--- src/rtl/axi_demux_w_sched.sv ---
// rtl/axi_demux_w_sched.sv - W-channel scheduler for an AXI demux: queues AW select decisions, routes W bursts in order.
// Select values at or above NoMstPorts route to an internal sink that accepts and drops the burst.
module axi_demux_w_sched #(
    parameter int unsigned NoMstPorts  = 32'd4,
    parameter int unsigned MaxTrans    = 32'd8,
    parameter int unsigned SelectWidth = (NoMstPorts > 1) ? $clog2(NoMstPorts) : 1
) (
    input  logic                             clk_i,
    input  logic                             rst_ni,
    input  logic                             aw_valid_i,
    input  logic [SelectWidth-1:0]           aw_select_i,
    output logic                             aw_ready_o,
    input  logic                             w_valid_i,
    input  logic                             w_last_i,
    output logic                             w_ready_o,
    output logic [NoMstPorts-1:0]            mst_w_valid_o,
    input  logic [NoMstPorts-1:0]            mst_w_ready_i,
    output logic [SelectWidth-1:0]           w_sel_o,
    output logic                             decode_err_o,
    output logic [$clog2(MaxTrans+1)-1:0]    pending_o
);

    localparam int unsigned PtrWidth = (MaxTrans > 1) ? $clog2(MaxTrans) : 1;
    localparam int unsigned CntWidth = $clog2(MaxTrans + 1);

    typedef enum logic [1:0] {
        IDLE,
        ROUTE,
        SINK
    } state_e;

    state_e                 state;
    logic [SelectWidth-1:0] fifo_q [MaxTrans];
    logic [PtrWidth-1:0]    wr_ptr_q;
    logic [PtrWidth-1:0]    rd_ptr_q;
    logic [CntWidth-1:0]    count_q;
    logic                   decode_err_q;
    logic [SelectWidth-1:0] head;
    logic                   full;
    logic                   empty;
    logic                   push;
    logic                   pop;

    function automatic logic [PtrWidth-1:0] next_ptr(input logic [PtrWidth-1:0] p);
        return (p == PtrWidth'(MaxTrans - 1)) ? '0 : p + PtrWidth'(1);
    endfunction

    assign full       = (count_q == CntWidth'(MaxTrans));
    assign empty      = (count_q == '0);
    assign head       = fifo_q[rd_ptr_q];
    assign aw_ready_o = !full;
    assign push       = aw_valid_i && !full;
    assign pop        = (state != IDLE) && w_valid_i && w_ready_o && w_last_i;

    // State is a pure decode of the queue head; nothing extra is registered.
    always_comb begin
        state = IDLE;
        if (!empty) begin
            state = (32'(head) >= NoMstPorts) ? SINK : ROUTE;
        end
    end

    always_comb begin
        mst_w_valid_o = '0;
        w_ready_o     = 1'b0;
        w_sel_o       = '0;
        case (state)
            ROUTE: begin
                w_sel_o = head;
                for (int unsigned i = 0; i < NoMstPorts; i++) begin
                    if (head == SelectWidth'(i)) begin
                        mst_w_valid_o[i] = w_valid_i;
                        w_ready_o        = mst_w_ready_i[i];
                    end
                end
            end
            SINK:    w_ready_o = 1'b1;
            default: ;
        endcase
    end

    always_ff @(posedge clk_i or negedge rst_ni) begin
        if (!rst_ni) begin
            wr_ptr_q     <= '0;
            rd_ptr_q     <= '0;
            count_q      <= '0;
            decode_err_q <= 1'b0;
        end else begin
            if (push) begin
                wr_ptr_q <= next_ptr(wr_ptr_q);
            end
            if (pop) begin
                rd_ptr_q <= next_ptr(rd_ptr_q);
            end
            case ({push, pop})
                2'b10:   count_q <= count_q + CntWidth'(1);
                2'b01:   count_q <= count_q - CntWidth'(1);
                default: ;
            endcase
            decode_err_q <= pop && (state == SINK);
        end
    end

    always_ff @(posedge clk_i) begin
        if (push) begin
            fifo_q[wr_ptr_q] <= aw_select_i;
        end
    end

    assign decode_err_o = decode_err_q;
    assign pending_o    = count_q;

endmodule

--- config.mk ---
export PLATFORM = sky130hd
export DESIGN_NAME = axi_demux_w_sched
export DESIGN_NICKNAME = d
export VERILOG_FILES = /design/src/rtl/axi_demux_w_sched.sv
export SDC_FILE = /design/constraint.sdc
export NUM_CORES = 1
export LEC_CHECK = 0
export CAP_MARGIN = 40
export CORE_MARGIN = 2
export CORE_UTILIZATION = 38
export CTS_BUF_LIST = sky130_fd_sc_hd__clkbuf_2
export CTS_CLUSTER_DIAMETER = 80
export DETAILED_ROUTE_END_ITERATION = 6
export DONT_BUFFER_PORTS = 1
export GPL_TIMING_DRIVEN = 0
export HOLD_SLACK_MARGIN = 0.08
export MAX_ROUTING_LAYER = met4
export PLACE_DENSITY = 0.6
export SLEW_MARGIN = 40
export SYNTH_ARGS = -nofsm -noshare
export SYNTH_HDL_FRONTEND = slang
export SYNTH_SLANG_ARGS = --single-unit
--- constraint.sdc ---
create_clock -name clk_i -period 4.2 [get_ports clk_i]
set_clock_uncertainty 0.2 [all_clocks]
set_input_delay 0.63 -clock clk_i [delete_from_list [all_inputs] [get_ports clk_i]]
set_output_delay 0.63 -clock clk_i [all_outputs]
set_load 0.01 [all_outputs]
==> results of run 1 <==
[repair_timing]
item	CTS	global route
buffers inserted	0	0
hold endpoints to repair	10	0
hold buffers	1	0
[power groups by stage]
stage	clock (W)	combinational [W]	sequential (W)
floorplan	0	0.000392	0.000424
global placement	0	0.000441	0.000449
detailed placement	0	0.000461	0.000451
CTS	0.000164	0.000465	0.000446
global route	0.000175	0.000513	0.000460
finish	0.000159	0.000455	0.000444
[logic make-up after synthesis]
group | after synthesis
flip-flops | 26
adder cells (fa/ha/maj) | 8
other | 1
XOR/XNOR | 4
multiplexers | 14
buffers and inverters | 7
AND/OR/NAND/NOR | 33
AO/OA/AOI/OAI | 5
[final cells by class]
type                       count  area [um^2]  share of cell area (%)
sequential                    26          731                    50.1
buffer                         2         18.8                    1.29
multi-input combinational     65          578                    39.6
timing repair buffer           1         10.0                   0.686
tap                           46         57.6                    3.95
clock buffer                   3         15.0                    1.03
inverter                       5         18.8                    1.29
clock inverter                 1         30.0                    2.06
[cell usage in the layout (no fill, tap or decap), types with 2 or more instances in the layout]
cell	count
dfrtp_1	10
nand3_1	2
mux4_1	2
mux2_4	3
nor2_1	11
mux4_2	2
ha_1	7
o21ai_0	2
a21o_1	2
nor4_1	2
nor3_1	6
nand2b_1	4
clkbuf_2	3
edfxtp_1	16
xor2_1	2
xnor2_1	2
inv_1	5
mux2i_1	5
nand2_1	5
[metal layers]
layer,vias up,track usage (%)
li1,367,-
met1,378,16.8
met2,22,22.8
met3,2,4.46
met4,0,3.26
met5,-,-
[sequential cells by signal (all words and copies together), names as in the netlist]
name       cells
fifo_q        16
pending_o      4
rd_ptr_q       3
wr_ptr_q       3
[through the flow]
| stage | setup WS, ns | utilization [%] | area (um^2) | hold slack (ns) | power, W |
|---|---|---|---|---|---|
| global route | 0.458 | 43.4 | 1460 | 0.0907 | 0.00115 |
| global placement | 0.758 | 41.7 | 1400 | 0.135 | 0.000890 |
| floorplan | 0.955 | - | 1350 | 0.134 | 0.000817 |
| finish | 0.701 | 43.4 | 1460 | 0.144 | 0.00106 |
| detailed placement | 0.703 | 41.7 | 1400 | 0.135 | 0.000913 |
| CTS | 0.672 | 43.4 | 1460 | 0.126 | 0.00107 |
[worst paths after layout]
| check | startpoint | end | slack, ns | cells past startpoint |
|---|---|---|---|---|
| max | rd_ptr_q[0] | pending_o[3] | 0.70 | 13 |
| min reg2reg | pending_o[3] | pending_o[3] | 0.42 | 1 |
| min in group asynchronous | rst_ni | pending_o[2] | 0.43 | 1 |
| max reg2reg | rd_ptr_q[0] | pending_o[3] | 0.70 | 13 |
| max in group asynchronous | rst_ni | rd_ptr_q[0] | 3.04 | 1 |
| min | aw_select_i[0] | fifo_q[5][0] | 0.14 | 0 |
[worst max-delay path: cells and delay by family, from the launching register on]
family,cells,cell delay (ns)
buf+inv,2,0.23
simple gates,2,0.23
fa+ha+maj,2,0.48
mux,3,1.22
xor+xnor,2,0.28
compound gates,2,0.35
flops,1,0.43
==> run metrics, run 1 <==
outcome=finished, final reports clean; Avg WL per Cell=15.9 um; main combinational cell family by area after synthesis=multiplexers; Fin Setup TNS=0 ns; RSZ-0062 raised after global routing=false; FMAX=286 MHz; crit path DAT=3.57 ns; Compound-Gate Fraction of Synth Area=2.23%; max_slew headroom=66.3%; DIE AREA=4030 um^2; Total GRT Usage=13.9%; Clock Path Buffers=2; wire length on met3=119 um; most frequent cells after synthesis=edfxtp_1 (16), nor2_1 (11), dfrtp_1 (10); Switching Fraction=38.2%; post-synth top area share=35.7%; vias in the first global route=850; CP Launch Type=flip-flop; Seq pwr share=41.9%; Finished Layout Cells=149; Worst Hold Class=input pin to flip-flop; CTS Buf Count=3; Layout area overhead=8.36%; most frequent cell after synthesis=edfxtp_1; Synth cell types=28; Post-Syn Instances=98; routability cong.=0.720; CP max stage delay=0.61 ns; synth warn=0; DP Wirelength=1.81 mm; top cells by area, synth=edfxtp_1 (36%), dfrtp_1 (19%), ha_1 (6.5%), mux4_1 (3.9%), mux2i_1 (3.7%); Max Slew Vio Count=0; nets=123; Initial Utilization=40.0%; mapped cell area=1350 um^2; fin crit share=83.3%; crit path max fanout=8; wire length on met1=1.08 mm; Diodes inserted=0; FP Rows=21; DR iter-0 viols=43; Vias per Instance=5.16; # clock sinks=26; logic gate share of total power=43.1%; area leader, netlist=edfxtp_1; Adder-Cell Fraction of Synth Area=7.99%; core area=3360 um^2; filler cell count in the final layout=335; Crit path required time=4.27 ns; post-CTS sizing=0; initial antenna violation count=0; Least-Margin Pin Slew=0.501 ns; first-pass GRT wire length=4.16 mm; DRC viols=0; CTS Root Cell=clkbuf_2; share of cells above drive strength 1=15.5%; sw power=0.000404 W; Post-Route WL=2.37 mm; FF+latch count, synth=26; Buffers on Ports=0; post-route ant nets=0; total placed cells including tap cells=144; first drt pass iteration count=2; Worst-Skew Late Latency=0.35 ns; largest net degree at the start of global routing=16; asr flop ratio synth=38.5%; number of flops mapped to enable cells by yosys=16; Die X-Extent=63.5 um; Die Y-Extent=63.5 um; sequential area share after synthesis=54.3%; DR top layer=met4; Pwr Density=725 nW/um^2; worst vdd ir=0.297 mV; post-synthesis simple-gate area fraction=13.0%; fin crit period=3.50 ns; Setup Viol. Count Final=0; Syn Area/Cell=13.7 um^2; post-synthesis mux area share=16.8%; vias after detailed routing=769; XOR/XNOR Fraction of Synth Area=2.60%; Post-Syn Nets=117; Worst setup EP type=flip-flop; Leak Pwr=0.597 nW; CTS tree=done; P_int=0.000654 W; clk slew on worst S/H paths=0.25 ns; num ports=24; CP most frequent cell=ha_1; maxcap violations=0; kind of critical path=flip-flop to flip-flop; Worst path slowest cell=mux4_1; H-tree levels=1; crit-path cells=buf_6 -> mux4_1 -> mux2i_4 -> mux4_2 -> nand4_4 -> inv_1 -> ha_1 -> ha_1 -> a21o_1 -> a21oi_1 -> xnor2_1 -> nor2_1 -> xor2_1; grt total ovfl=0; met2 wire len=1.15 mm; Main synth FF type=edfxtp_1; Final Hold Fails=0; share of power burned in the clock network=15.0%
Power figures use the tool's default switching activity.
==> run 2: changes to the inputs <==
==> constraint.sdc (replaced) <==
create_clock -name clk_i -period 3.65 [get_ports clk_i]
set_clock_uncertainty 0.2 [all_clocks]
set_input_delay 0.5475 -clock clk_i [delete_from_list [all_inputs] [get_ports clk_i]]
set_output_delay 0.5475 -clock clk_i [all_outputs]
set_load 0.01 [all_outputs]
==> run 2 against run 1 <==
First-iteration DRC count is 7.0% lower. Core utilization is 1.3 points higher. Sequential share of layout area is 1.4 points lower. Worst setup slack worse by 0.47 ns. Global-route usage hardly changed. Power is 19% higher.
==> run metrics, run 2 (synthesis gave the netlist of run 1 again) <==
DIE AREA=4030 um^2; Worst setup EP type=flip-flop; r2r endpoint=pending_o[3]; Die Y-Extent=63.5 um; outcome=finished, final reports clean; Total GRT Usage=13.9%; max reg flops=16; most common cell after layout, fill and taps aside=edfxtp_1; Avg WL per Cell=15.7 um; DP Wirelength=1.81 mm; worst vdd ir=0.342 mV; Worst setup endpoint=pending_o[3]; Seq pwr share=40.6%; Initial Utilization=40.0%; Worst Setup SP=rd_ptr_q[0]; crit-path cells=buf_6 -> mux4_1 -> mux2i_4 -> mux4_2 -> nand4_4 -> inv_1 -> ha_1 -> ha_1 -> a21o_1 -> a21oi_1 -> xnor2_1 -> nor2_1 -> xor2_1; CP Launch Type=flip-flop; DRC viols=0; CP max stage delay=0.61 ns; Power Total=0.00125 W; FMAX=292 MHz; Final Hold Fails=0; grt total ovfl=0; CTS tree=done; crit path DAT=3.48 ns; fin crit period=3.42 ns; total placed cells including tap cells=144; crit path max fanout=8; FP Rows=21; P_int=0.000781 W; Clock Path Buffers=2; reg2reg start=rd_ptr_q[0]; fin crit share=93.7%; Diodes inserted=0; initial antenna violation count=0; first drt pass iteration count=2; Pwr Density=836 nW/um^2; Largest Register=fifo_q; vias in the first global route=847; clk slew on worst S/H paths=0.24 ns; sw power=0.000474 W; nets=128; Max Slew Vio Count=0; PnR worst setup slack=0.231 ns; most frequent cells in the layout=edfxtp_1 (16), nor2_1 (11), dfrtp_1 (10); maxcap violations=0; logic gate share of total power=45.0%; Worst Hold Class=input pin to flip-flop; kind of critical path=flip-flop to flip-flop; core area=3360 um^2; Finished Layout Cells=154; share of power burned in the clock network=14.4%; r2r setup slk=0.23 ns; post-route ant nets=0; Fin Setup TNS=0 ns; routability cong.=0.720; max_slew headroom=66.4%; vias after detailed routing=782; DR iter-0 viols=40; num ports=24; Crit path required time=3.71 ns; first-pass GRT wire length=4.15 mm; Setup WS pre-CTS=0.153 ns; CTS Buf Count=3; Switching Fraction=37.8%; worst reg-to-reg path cell count=13; Least-Margin Pin Slew=0.499 ns; CTS Root Cell=clkbuf_2; Buffers on Ports=0; H-tree levels=1; Post-Route WL=2.41 mm; CP most frequent cell=ha_1; Setup Viol. Count Final=0; share of cells above drive strength 1=17.6%; Worst path slowest cell=mux4_1; Leak Pwr=0.620 nW; hold_ws=0.238 ns; Layout area overhead=11.5%; # clock sinks=26; Worst-Skew Late Latency=0.35 ns; RSZ-0062 raised after global routing=false; largest net degree at the start of global routing=16; Vias per Instance=5.08; Die X-Extent=63.5 um
-- run 2: through the flow --
stage	utilization, %	instance area [um^2]
final	44.6	1500
after global placement	41.7	1400
after floorplan	-	1350
after CTS	44.0	1480
after detailed placement	41.7	1400
after global routing	44.6	1500
-- run 2: how the worst min path moves through the flow --
stage | from | to | slack (ns) | depth (start not counted)
5_1_grt | w_valid_i | rd_ptr_q[2] | 0.19 | 2
3_5_place_dp | rst_ni | pending_o[3] | 0.05 | 0
4_1_cts | w_valid_i | rd_ptr_q[2] | 0.22 | 2
3_3_place_gp | rst_ni | pending_o[3] | 0.05 | 0
2_1_floorplan | rst_ni | pending_o[0] | 0.05 | 0
6_report | w_valid_i | rd_ptr_q[2] | 0.24 | 2
-- run 2: metal layers --
metal | vias to the layer above | GRT usage, % | part of all wire, %
met5 | - | - | 0
met4 | 0 | 3.26 | 0.66
met1 | 384 | 16.9 | 46
met2 | 20 | 22.8 | 49
met3 | 2 | 4.11 | 4.7
li1 | 376 | - | -
-- run 2: repair_timing --
item                       CTS  global route
hold endpoints to repair    26             0
resized for setup            0             0
setup endpoints to repair    0             1
hold buffers                 3             0
setup buffers                0             3
-- run 2: worst max-delay path, delay by kind of cell, from the launching register on --
| family | cells | cell delay (ns) |
|---|---|---|
| mux | 3 | 1.16 |
| fa+ha+maj | 2 | 0.48 |
| flops | 1 | 0.42 |
| compound gates | 2 | 0.35 |
| xor+xnor | 2 | 0.28 |
| simple gates | 2 | 0.23 |
| buf+inv | 2 | 0.22 |
-- run 2: final cells by class --
class	instances	area, um^2
repair buffers	6	52.6
flip-flops and latches	26	731
fillers	334	1860
well taps	46	57.6
plain buffers	2	18.8
multi-input cells	65	578
clock inverters	1	30.0
inverters	5	18.8
clock buffers	3	15.0
-- run 2: power by group through the flow --
stage | logic [W] | registers [W] | clock network [W]
2_1_floorplan | 0.000451 | 0.000488 | 0
3_3_place_gp | 0.000508 | 0.000516 | 0
3_5_place_dp | 0.000531 | 0.000519 | 0
4_1_cts | 0.000539 | 0.000513 | 0.000189
5_1_grt | 0.000632 | 0.000528 | 0.000202
6_report | 0.000564 | 0.000509 | 0.000181
==> run 3: changes to the inputs <==
--- a/config.mk
+++ b/config.mk
@@ -5,6 +5,7 @@
 export SDC_FILE = /design/constraint.sdc
 export NUM_CORES = 1
 export LEC_CHECK = 0
+export ABC_AREA = 1
 export CAP_MARGIN = 40
 export CORE_MARGIN = 2
 export CORE_UTILIZATION = 38
==> run 3 against run 2 <==
Synthesized area grew 9.9%. Sequential share of layout area shrank 3.3 points. Critical endpoint unchanged. Worst setup slack gained 0.42 ns. Cell count grew 52%.
==> run metrics, run 3 <==
outcome=finished, final reports clean; Setup Viol. Count Final=0; post-route ant nets=0; most common cell after layout, fill and taps aside=nand2_1; PnR worst setup slack=0.649 ns; number of flops mapped to enable cells by yosys=16; Vias per Instance=4.68; family with the most delay on the worst path=simple AND/OR/NAND/NOR gates; Post-Syn Nets=196; grt total ovfl=0; maxcap violations=0; CP Launch Type=flip-flop; mapped cell area=1480 um^2; FMAX=333 MHz; vias in the first global route=1075; Clock Path Buffers=2; most frequent cell after synthesis=nand2_1; max reg flops=16; DR iter-0 viols=51; hold_ws=0.285 ns; num ports=24; Fin Setup TNS=0 ns; Post-Route WL=2.62 mm; nets=206; Max Slew Vio Count=0; Leak Pwr=0.809 nW; Buffers on Ports=0; critical path buffer and inverter count=2; clk slew on worst S/H paths=0.21 ns; Post-CTS Setup Inserts=0; Final Hold Fails=0; area leader, netlist=edfxtp_1; Setup WS pre-CTS=0.699 ns; Die X-Extent=66.4 um; Die Y-Extent=66.4 um; kind of critical path=flip-flop to flip-flop; top cells by area, synth=edfxtp_1 (32%), dfrtp_1 (17%), nand2_1 (11%), inv_1 (9.1%), nand3_1 (6.4%); post-route cell area=1610 um^2; Post-Syn Instances=177; Initial Utilization=39.8%; DRC viols=0; vias after detailed routing=1095; initial antenna violation count=0; post-placement cell area=1540 um^2; most frequent cells after synthesis=nand2_1 (43), inv_1 (36), nand3_1 (19); CTS tree=done; # clock sinks=26; Main synth FF type=edfxtp_1; Layout area overhead=8.79%; Worst path slowest cell=dfrtp_1; DP Wirelength=2.11 mm; Total GRT Usage=13.1%; fin crit share=82.2%; Pwr Density=756 nW/um^2; crit path DAT=3.04 ns; crit-path cells=inv_1 -> nand2_1 -> nand3_1 -> nand2_1 -> nand2_1 -> nand2_2 -> nand3b_1 -> nand2_2 -> nor2_4 -> nand2_2 -> inv_1 -> ha_1 -> ha_1 -> nand2_1 -> nor2_1 -> a211oi_1 -> nor2_1 -> nor2_1 -> nand2_1 -> xor2_1; Worst setup EP type=flip-flop; core area=3720 um^2; FF+latch count, synth=26; asr flop ratio synth=38.5%; first drt pass iteration count=4; Largest Register=fifo_q; sequential area share after synthesis=49.4%; Worst-Skew Late Latency=0.31 ns; most frequent cells in the layout=nand2_1 (43), inv_1 (36), nand3_1 (19); CTS Buf Count=3; fin crit period=3.00 ns; first-pass GRT wire length=4.34 mm; routability cong.=0.792; largest net degree at the start of global routing=15; RSZ-0062 raised after global routing=false; CTS Root Cell=clkbuf_2; synth warn=0; Synth cell types=23; H-tree levels=1; post-synth top area share=32.5%; Avg WL per Cell=11.2 um; share of cells above drive strength 1=8.60%; Crit path required time=3.69 ns; crit path max fanout=8; CP max stage delay=0.46 ns; FP Rows=22; DIE AREA=4410 um^2; Power Total=0.00122 W; Worst Hold Class=input pin to flip-flop; Diodes inserted=0; CP most frequent cell=nand2_1; worst vdd ir=0.253 mV; Syn Area/Cell=8.36 um^2
[run 3: where the power goes]
part | total [W] | switching, W | internal [W]
Sequential | 0.000473 | 0.0000807 | 0.000392
Combinational | 0.000640 | 0.000418 | 0.000222
Clock | 0.000104 | 0.0000748 | 0.0000290
[run 3: routing by layer]
| metal | track usage, % | share of wire (%) | vias to the layer above |
|---|---|---|---|
| met2 | 23.8 | 51 | 20 |
| met5 | - | 0 | - |
| met1 | 15.1 | 46 | 503 |
| met3 | 1.53 | 3.2 | 2 |
| met4 | 3.83 | 0.65 | 0 |
| li1 | - | - | 570 |
[run 3: final cells by class]
type / instances / area, um^2
repair buffers: 5 / 50.0
well taps: 48 / 60.1
multi-input cells: 113 / 596
plain buffers: 2 / 18.8
clock buffers: 4 / 20.0
inverters: 36 / 135
flip-flops and latches: 26 / 731
fillers: 376 / 2110
[run 3: worst paths after layout]
path                             startpoint           end  slack, ns  cells after the start
worst min-delay path               w_last_i   rd_ptr_q[2]       0.28                      4
worst max register to register  rd_ptr_q[0]  pending_o[3]       0.65                     20
max in group asynchronous            rst_ni   wr_ptr_q[2]       2.54                      1
min in group asynchronous            rst_ni  pending_o[2]       0.39                      1
worst min register to register  wr_ptr_q[0]   wr_ptr_q[0]       0.40                      2
worst max-delay path            rd_ptr_q[0]  pending_o[3]       0.65                     20
[run 3: cells by family after synthesis]
group / Yosys count / share of synthesized area, %
other: 1 / 0.253
AND/OR/NAND/NOR: 95 / 28.7
flip-flops: 26 / 49.4
adder cells (fa/ha/maj): 8 / 7.27
XOR/XNOR: 3 / 1.78
AO/OA/AOI/OAI: 6 / 2.28
buffers and inverters: 38 / 10.4
[run 3: stage by stage]
| stage | instances | utilization (%) |
|---|---|---|
| 3_3_place_gp | 225 | 41.4 |
| 4_1_cts | 232 | 42.8 |
| 3_5_place_dp | 225 | 41.4 |
| 2_1_floorplan | 177 | - |
| 6_report | 234 | 43.3 |
| 5_1_grt | 234 | 43.3 |
[run 3: timing repair]
action / in CTS / in global routing
hold buffers: 3 / 2
endpoints found under the hold margin: 14 / 12
gates resized for setup: 0 / 0
[run 3: worst reg2reg max path, cell delays in order (launching register included)]
cell and delay, ns:
dfrtp_1 0.46, inv_1 0.20, nand2_1 0.10, nand3_1 0.11, nand2_1 0.07, nand2_1 0.07, nand2_2 0.08, nand3b_1 0.10
nand2_2 0.08, nor2_4 0.12, nand2_2 0.09, inv_1 0.09, ha_1 0.20, ha_1 0.28, nand2_1 0.08, nor2_1 0.04
a211oi_1 0.22, nor2_1 0.06, nor2_1 0.08, nand2_1 0.07, xor2_1 0.13
